==> src/rtl/multicycle_ctrl_pkg.sv <==
// Shared definitions for the multi-cycle control sequencer and datapath units.
package multicycle_ctrl_pkg;

  localparam int unsigned OPW  = 6;
  localparam int unsigned CNTW = 32;

  localparam logic [OPW-1:0] OP_ALU_R = OPW'('h00);
  localparam logic [OPW-1:0] OP_ALU_I = OPW'('h01);
  localparam logic [OPW-1:0] OP_LD    = OPW'('h02);
  localparam logic [OPW-1:0] OP_ST    = OPW'('h03);
  localparam logic [OPW-1:0] OP_BR    = OPW'('h04);
  localparam logic [OPW-1:0] OP_PUSH  = OPW'('h08);
  localparam logic [OPW-1:0] OP_POP   = OPW'('h09);
  localparam logic [OPW-1:0] OP_HALT  = OPW'('h3F);

  typedef enum logic [2:0] {
    S_FETCH, S_DECODE, S_EXEC, S_MEM, S_STACK, S_WB, S_HALT
  } state_e;

  typedef enum logic [3:0] {
    C_ALU, C_ALUI, C_LD, C_ST, C_BR, C_PUSH, C_POP, C_HALT, C_ILL
  } opclass_e;

  typedef struct packed {
    logic ir_load;
    logic pc_en;
    logic branch_en;
    logic alu_src_imm;
    logic mem_read;
    logic mem_write;
    logic stk_push;
    logic stk_pop;
    logic reg_write;
    logic wb_sel;
  } strobes_t;

  localparam strobes_t STROBES_IDLE = '0;

endpackage

==> src/rtl/multicycle_ctrl_if.sv <==
// Controller <-> datapath bundle: instruction/status inputs and control strobes.
interface multicycle_ctrl_if;
  import multicycle_ctrl_pkg::*;

  logic [OPW-1:0]  opcode;
  logic            mem_ready;
  logic            stk_empty;
  logic            ir_load;
  logic            pc_en;
  logic            branch_en;
  logic            alu_src_imm;
  logic            mem_read;
  logic            mem_write;
  logic            stk_push;
  logic            stk_pop;
  logic            reg_write;
  logic            wb_sel;
  logic            halted;
  logic            illegal;
  logic [CNTW-1:0] retired;

  modport master (
    input  opcode, mem_ready, stk_empty,
    output ir_load, pc_en, branch_en, alu_src_imm, mem_read, mem_write,
           stk_push, stk_pop, reg_write, wb_sel, halted, illegal, retired
  );

  modport slave (
    output opcode, mem_ready, stk_empty,
    input  ir_load, pc_en, branch_en, alu_src_imm, mem_read, mem_write,
           stk_push, stk_pop, reg_write, wb_sel, halted, illegal, retired
  );

endinterface

==> src/rtl/multicycle_ctrl_opclass_decode.sv <==
// Opcode to instruction-class lookup; anything unlisted is illegal.
module opclass_decode
  import multicycle_ctrl_pkg::*;
(
  input  logic [OPW-1:0] opcode,
  output opclass_e       opclass_c
);

  // map opcode field to class
  always_comb begin
    opclass_c = C_ILL;
    case (opcode)
      OP_ALU_R: opclass_c = C_ALU;
      OP_ALU_I: opclass_c = C_ALUI;
      OP_LD:    opclass_c = C_LD;
      OP_ST:    opclass_c = C_ST;
      OP_BR:    opclass_c = C_BR;
      OP_PUSH:  opclass_c = C_PUSH;
      OP_POP:   opclass_c = C_POP;
      OP_HALT:  opclass_c = C_HALT;
      default:  opclass_c = C_ILL;
    endcase
  end

endmodule

==> src/rtl/multicycle_ctrl.sv <==
// Multi-cycle control sequencer: FETCH/DECODE/EXEC/MEM/STACK/WB/HALT walk,
// datapath strobes and retired-instruction counter.
module multicycle_ctrl
  import multicycle_ctrl_pkg::*;
(
  input  logic              clk,
  input  logic              rst,
  multicycle_ctrl_if.master bus
);

  state_e          state_q, state_d;
  opclass_e        cls_q, cls_d, dec_cls_c;
  logic            pop_ok_q, pop_ok_d;
  logic            halted_q, halted_d;
  logic            illegal_q, illegal_d;
  strobes_t        str_q, str_d;
  logic [CNTW-1:0] retired_q;
  logic            st_done_c;
  logic            pc_en_c;

  opclass_decode u_opclass_decode (
    .opcode    (bus.opcode),
    .opclass_c (dec_cls_c)
  );

  // next state, latched class, stack-empty sample and sticky flags
  always_comb begin
    state_d   = state_q;
    cls_d     = cls_q;
    pop_ok_d  = pop_ok_q;
    halted_d  = halted_q;
    illegal_d = illegal_q;
    case (state_q)
      S_FETCH: state_d = S_DECODE;
      S_DECODE: begin
        cls_d = dec_cls_c;
        // stack flag is stable here: the last push/pop strobe was >= 2 cycles ago
        pop_ok_d = !bus.stk_empty;
        case (dec_cls_c)
          C_PUSH, C_POP: state_d = S_STACK;
          C_HALT: begin
            state_d  = S_HALT;
            halted_d = 1'b1;
          end
          C_ILL: begin
            state_d   = S_HALT;
            illegal_d = 1'b1;
          end
          default: state_d = S_EXEC;
        endcase
      end
      S_EXEC: begin
        case (cls_q)
          C_LD, C_ST: state_d = S_MEM;
          C_BR:       state_d = S_FETCH;
          default:    state_d = S_WB;
        endcase
      end
      S_MEM: begin
        if (bus.mem_ready) begin
          state_d = (cls_q == C_LD) ? S_WB : S_FETCH;
        end
      end
      S_STACK: begin
        if (cls_q != C_POP) begin
          state_d = S_FETCH;
        end else if (pop_ok_q) begin
          state_d = S_WB;
        end else begin
          state_d   = S_HALT;
          illegal_d = 1'b1;
        end
      end
      S_WB:    state_d = S_FETCH;
      S_HALT:  state_d = S_HALT;
      default: state_d = S_FETCH;
    endcase
  end

  // strobes for the state being entered, so they register in step with it
  always_comb begin
    str_d = STROBES_IDLE;
    case (state_d)
      S_DECODE: str_d.ir_load = 1'b1;
      S_EXEC: begin
        str_d.alu_src_imm = cls_d inside {C_ALUI, C_LD, C_ST};
        str_d.branch_en   = (cls_d == C_BR);
        str_d.pc_en       = (cls_d == C_BR);
      end
      S_MEM: begin
        str_d.mem_read  = (cls_d == C_LD);
        str_d.mem_write = (cls_d == C_ST);
      end
      S_STACK: begin
        str_d.stk_push = (cls_d == C_PUSH);
        str_d.pc_en    = (cls_d == C_PUSH);
        str_d.stk_pop  = (cls_d == C_POP) && pop_ok_d;
      end
      S_WB: begin
        str_d.reg_write = 1'b1;
        str_d.pc_en     = 1'b1;
        str_d.wb_sel    = cls_d inside {C_LD, C_POP};
      end
      default: str_d = STROBES_IDLE;
    endcase
  end

  // state, class and registered strobes
  always_ff @(posedge clk or negedge rst) begin
    if (!rst) begin
      state_q   <= S_FETCH;
      cls_q     <= C_ILL;
      pop_ok_q  <= 1'b0;
      halted_q  <= 1'b0;
      illegal_q <= 1'b0;
      str_q     <= STROBES_IDLE;
    end else begin
      state_q   <= state_d;
      cls_q     <= cls_d;
      pop_ok_q  <= pop_ok_d;
      halted_q  <= halted_d;
      illegal_q <= illegal_d;
      str_q     <= str_d;
    end
  end

  // a store retires in whichever MEM cycle sees mem_ready
  assign st_done_c = (state_q == S_MEM) && (cls_q == C_ST) && bus.mem_ready;
  assign pc_en_c   = str_q.pc_en | st_done_c;

  // retired-instruction counter, one per pc_en, wraps naturally
  always_ff @(posedge clk or negedge rst) begin
    if (!rst) begin
      retired_q <= '0;
    end else if (pc_en_c) begin
      retired_q <= retired_q + CNTW'(1);
    end
  end

  assign bus.ir_load     = str_q.ir_load;
  assign bus.pc_en       = pc_en_c;
  assign bus.branch_en   = str_q.branch_en;
  assign bus.alu_src_imm = str_q.alu_src_imm;
  assign bus.mem_read    = str_q.mem_read;
  assign bus.mem_write   = str_q.mem_write;
  assign bus.stk_push    = str_q.stk_push;
  assign bus.stk_pop     = str_q.stk_pop;
  assign bus.reg_write   = str_q.reg_write;
  assign bus.wb_sel      = str_q.wb_sel;
  assign bus.halted      = halted_q;
  assign bus.illegal     = illegal_q;
  assign bus.retired     = retired_q;

endmodule

==> src/flat_wrapper.sv <==
// flat-port wrapper written by rule: the top's interface ports become plain ports
module multicycle_ctrl_flat import multicycle_ctrl_pkg::*;
  (clk, rst, bus_opcode, bus_mem_ready, bus_stk_empty, bus_ir_load, bus_pc_en, bus_branch_en, bus_alu_src_imm, bus_mem_read, bus_mem_write, bus_stk_push, bus_stk_pop, bus_reg_write, bus_wb_sel, bus_halted, bus_illegal, bus_retired);
  multicycle_ctrl_if bus_i ();
  input  logic clk;
  input  logic rst;
  input wire logic [$bits(bus_i.opcode)-1:0] bus_opcode;
  input wire logic [$bits(bus_i.mem_ready)-1:0] bus_mem_ready;
  input wire logic [$bits(bus_i.stk_empty)-1:0] bus_stk_empty;
  output wire logic [$bits(bus_i.ir_load)-1:0] bus_ir_load;
  output wire logic [$bits(bus_i.pc_en)-1:0] bus_pc_en;
  output wire logic [$bits(bus_i.branch_en)-1:0] bus_branch_en;
  output wire logic [$bits(bus_i.alu_src_imm)-1:0] bus_alu_src_imm;
  output wire logic [$bits(bus_i.mem_read)-1:0] bus_mem_read;
  output wire logic [$bits(bus_i.mem_write)-1:0] bus_mem_write;
  output wire logic [$bits(bus_i.stk_push)-1:0] bus_stk_push;
  output wire logic [$bits(bus_i.stk_pop)-1:0] bus_stk_pop;
  output wire logic [$bits(bus_i.reg_write)-1:0] bus_reg_write;
  output wire logic [$bits(bus_i.wb_sel)-1:0] bus_wb_sel;
  output wire logic [$bits(bus_i.halted)-1:0] bus_halted;
  output wire logic [$bits(bus_i.illegal)-1:0] bus_illegal;
  output wire logic [$bits(bus_i.retired)-1:0] bus_retired;
  assign bus_i.opcode = bus_opcode;
  assign bus_i.mem_ready = bus_mem_ready;
  assign bus_i.stk_empty = bus_stk_empty;
  assign bus_ir_load = bus_i.ir_load;
  assign bus_pc_en = bus_i.pc_en;
  assign bus_branch_en = bus_i.branch_en;
  assign bus_alu_src_imm = bus_i.alu_src_imm;
  assign bus_mem_read = bus_i.mem_read;
  assign bus_mem_write = bus_i.mem_write;
  assign bus_stk_push = bus_i.stk_push;
  assign bus_stk_pop = bus_i.stk_pop;
  assign bus_reg_write = bus_i.reg_write;
  assign bus_wb_sel = bus_i.wb_sel;
  assign bus_halted = bus_i.halted;
  assign bus_illegal = bus_i.illegal;
  assign bus_retired = bus_i.retired;
  multicycle_ctrl u_core (.clk(clk), .rst(rst), .bus(bus_i));
endmodule
==> config.mk <==
export PLATFORM = sky130hd
export DESIGN_NAME = multicycle_ctrl_flat
export DESIGN_NICKNAME = d
export VERILOG_FILES = /design/src/rtl/multicycle_ctrl_pkg.sv /design/src/rtl/multicycle_ctrl_if.sv /design/src/rtl/multicycle_ctrl_opclass_decode.sv /design/src/rtl/multicycle_ctrl.sv /design/src/flat_wrapper.sv
export SDC_FILE = /design/constraint.sdc
export NUM_CORES = 1
export LEC_CHECK = 0
export CELL_PAD_IN_SITES_DETAIL_PLACEMENT = 1
export CELL_PAD_IN_SITES_GLOBAL_PLACEMENT = 1
export CORE_UTILIZATION = 42
export DETAILED_ROUTE_END_ITERATION = 6
export PLACE_DENSITY = 0.85
export SLEW_MARGIN = 20
export SYNTH_ARGS = -nofsm -noshare
export SYNTH_HDL_FRONTEND = slang
export SYNTH_SLANG_ARGS = --single-unit
export TNS_END_PERCENT = 10
==> constraint.sdc <==
create_clock -name clk -period 5.92 [get_ports clk]
set_clock_uncertainty 0.15 [all_clocks]
set_input_delay 0.888 -clock clk [delete_from_list [all_inputs] [get_ports clk]]
set_output_delay 0.888 -clock clk [all_outputs]
set_load 0.05 [all_outputs]
==> metrics.md <==
| Metric | Value |
|---|---|
| Nets | 304 |
| FF+latch area | 0.001303 mm² |
| Final Setup Violations | 0 |
| Library cells used by synthesis | 55 |
| Cells after synthesis | roughly 240 |
| Antenna diode count | 0 |
| Worst reg-to-reg setup slack | 3.41 ns |
| Source-to-sink clock delay at the later pin of the worst-skew pair | 0.31 ns |
| Via count of the first global-routing pass | 2018 |
| Peak supply drop | 210.9 µV |
| Violated checks | design-rule violations |
| GRT Total Usage | approximately 21% |
| F_max | roughly 270 MHz |
| Worst slack on hold paths | 0.3347 ns |
| Final critical delay including setup and external delays | roughly 3.7 ns |
| Wire length of the first global-routing pass | 10.21 mm |
| Total gr overflow | 0 |
| Cells taking the most area after synthesis | dfrtp_1 50%, xnor2_1 8.2%, nand2_1 3.4%, xor2_1 2.7%, and4_1 2.4% |
| Pleak | 1.369 nW |
| Number of DRC violations after detailed-routing iteration 0 | 130 |
| Top flip-flop cell by instance count after synthesis | dfrtp_1 |
| Sink Count | 52 |
| Area growth, synth to finish | 25.70% |
| Outcome | complete, but fails checks |
| Number of filler instances in the final layout | 645 |
| Data required, critical path | 4.88 ns |
| Post-place setup slack | between 2 and 2.5 ns |
| Pin count of the biggest net entering global routing | between 50 and 60 |
| Mean Syn Cell Area | ~11 µm² |
| Total of flip-flops plus latches after synthesis | 52 |
| Weighted congestion reported at the end of routability-driven placement | 0.7983 |
| Total Neg Setup Slack | 0 ns |
| Rows | 28 |
| Number of buffers on the longest clock path | 2 |
| DRT Pass-1 Iters | 6 |
| R2R Path Start | u_core.cls_q[1] |
| Die Wd | 80.30 µm |
| Number of cell instances on the worst register-to-register path | 6 |
| Most common cell on crit path | clkdlybuf4s50_1 |
| Vias after detailed routing | a little over 2000 |
| Fraction of final layout cells sized beyond drive strength 1 | 9.864% |
| Area fraction of the dominant cell type after synthesis | 49.56% |
| Deepest level of the CTS H-tree | 2 |
| Num ports | 54 |
| Area of combinational cells with multiple inputs | approximately 0.0012 mm² |
| Post-synth design cell area | 0.002575 mm² |
| Post-Syn Nets | ~250 |
| Master cell of the clock root buffer | clkbuf_8 |
| Yosys warning count | 0 |
| Top cell type by total area after synthesis | dfrtp_1 |
| Async set-or-reset flop fraction in the synthesized netlist | 100.0% |
| CTS tree | built |
| Wire length per cell | 16.52 µm |
| Number of synthesized flops with an enable pin | 0 |
| Family with the most delay on the worst path | buffers and inverters |
| Post-synthesis sequential area ratio | 50.58% |
| Number of antenna violations at the first check in global routing | 0 |
| Portion of the clock cycle consumed by the worst path in the final layout | 63.19% |
| Post-detail-place hpwl | about 4.4 mm |
| Via density | between 5 and 6 |
| Critical hold path startpoint | u_core.bus.retired[31] |
| Ordered list of cells on the worst path | clkdlybuf4s50_1 -> and4b_1 -> a31o_2 -> clkdlybuf4s50_1 |
| Count of input and output buffers | 53 |
| CTS Hold Bufs | 0 |
| Num CTS Buffers | 5 |
| PwrDens | 359.7 mW/mm² |
| Hold Path Stages | 1 |
| Number of maximum-capacitance violations | 0 |
| Worst Slack Setup Final | roughly 2.2 ns |
| Routed wire length | slightly above 6 mm |
| Count of buffer and inverter cells on the critical path | 2 |
| Highest cell delay on the worst timing path | 0.83 ns |
| Slew Limit Headroom | 47.89% |
| Worst-path fanout max | 7 |
| Antenna Violating Nets Remaining | 0 |
| Final max-slew violation count | 0 |
| End of the worst register-to-register path | u_core.bus.retired[31] |
| Starting utilization of the core area | 43.49% |
| Final hold violations | 0 |
| Min-delay worst type | reg2reg |
| Clock slew at the register clock pins of the worst setup and hold paths | 0.10 ns |
| Crit path kind | in2out |
| Slowest library cell on the worst path | clkdlybuf4s50_1 |
| Sort of element at the end of the critical path | primary output |
| Data arrival, critical path | 2.70 ns |
| # Post-CTS Setup Buffers | 0 |
| Worst slew pin tran | 0.7817 ns |
| Post_cts resized | 0 |
| Die Ht | 80.30 µm |
| Hold EP | u_core.bus.retired[31] |
| Die outline area | 0.006448 mm² |
| Core area | 0.005921 mm² |
| Critical Path Source Type | input pin |
| RSZ-0062 raised after global routing | no |
| DRC | 1 |
cell usage in the layout, fill, tap and decap left out, types with 4 or more instances in the layout:
| cell | Yosys | final |
|---|---|---|
| nand4_1 | 8 | 8 |
| nand2_1 | 23 | 23 |
| and2_1 | 4 | 4 |
| dfrtp_1 | 51 | 51 |
| nor2_1 | 11 | 11 |
| xnor2_1 | 24 | 24 |
| and4_1 | 7 | 7 |
| o21ai_0 | 9 | 9 |
| xor2_1 | 8 | 8 |
| nor3_1 | 8 | 8 |
| clkdlybuf4s50_1 | 0 | 52 |
| nand3_1 | 12 | 12 |
| clkbuf_8 | 0 | 6 |
| and3_1 | 7 | 7 |
| inv_1 | 7 | 7 |
| a21oi_1 | 6 | 6 |
Yosys cell counts, types with 6 or more instances:
cell type   n
nor2_1     11
a21oi_1     6
nand3_1    12
xnor2_1    24
nor3_1      8
nand2_1    23
nand4_1     8
and4_1      7
inv_1       7
xor2_1      8
and3_1      7
o21ai_0     9
dfrtp_1    51
flip-flops by register name, indices dropped and copies added, names as in the netlist:
register                flops
u_core.bus.retired         32
u_core.cls_q                4
u_core.pop_ok_q             1
u_core.bus.stk_pop          1
u_core.bus.mem_read         1
u_core.str_q                1
u_core.bus.branch_en        1
u_core.bus.illegal          1
u_core.bus.stk_push         1
u_core.state_q              3
u_core.bus.alu_src_imm      1
u_core.bus.ir_load          1
u_core.bus.mem_write        1
u_core.bus.halted           1
u_core.bus.reg_write        1
u_core.bus.wb_sel           1
worst max path at each step:
| stage | start | endpoint | slack (ns) | depth (start not counted) |
|---|---|---|---|---|
| after global placement | bus_mem_ready | bus_pc_en | 2.24 | 4 |
| after floorplan | bus_opcode[1] | u_core.bus.stk_pop | 3.17 | 7 |
| final | bus_mem_ready | bus_pc_en | 2.18 | 4 |
| after global routing | bus_mem_ready | bus_pc_en | 2.10 | 4 |
| after CTS | bus_mem_ready | bus_pc_en | 2.18 | 4 |
| after detailed placement | bus_mem_ready | bus_pc_en | 2.19 | 4 |
per-stage QoR:
| step | power, mW | cells | area, µm² | utilization, % |
|---|---|---|---|---|
| 3_5_place_dp | 0.9526 | 361 | 3141 | 53.04 |
| 4_1_cts | 1.172 | 369 | 3237 | 54.67 |
| 6_report | 1.164 | 369 | 3237 | 54.67 |
| 2_1_floorplan | 0.8207 | 243 | 2575 | - |
| 5_1_grt | 1.238 | 369 | 3237 | 54.67 |
| 3_3_place_gp | 0.9382 | 361 | 3141 | 53.04 |
cell families (layout without fill, tap and decap cells):
kind of cell	count (synthesis)	count (layout)	synth area share, %
and+or+nand+nor	108	108	24.44
DFF	52	52	50.58
xor gates and xnor gates	32	32	10.88
AOI/OAI and AO/OA	31	31	9.767
buffers and inverters	18	69	3.401
adders and majority gates	1	1	0.4858
muxes	1	1	0.4373
area by class of cell:
cell class	instances	share of cell area (%)
clock buffer	6	2.551
clock inverter	2	0.4252
inverter	7	0.8118
multi-input combinational	173	36.61
sequential	52	40.24
tap	75	2.899
timing repair buffer	54	16.47
per-layer routing:
layer	wire, µm	track usage, %	part of all wire (%)
met4	53	4.286	0.87
met3	175	4.659	2.9
met5	0	0	0
met2	2988	34.70	49
met1	2877	27.35	47
where the power goes:
group	internal (mW)	switching (mW)
registers	0.412	0.0724
logic	0.171	0.293
clock network	0.0959	0.120
total	0.679	0.486
No activity file was read; power rests on OpenSTA's default activity.
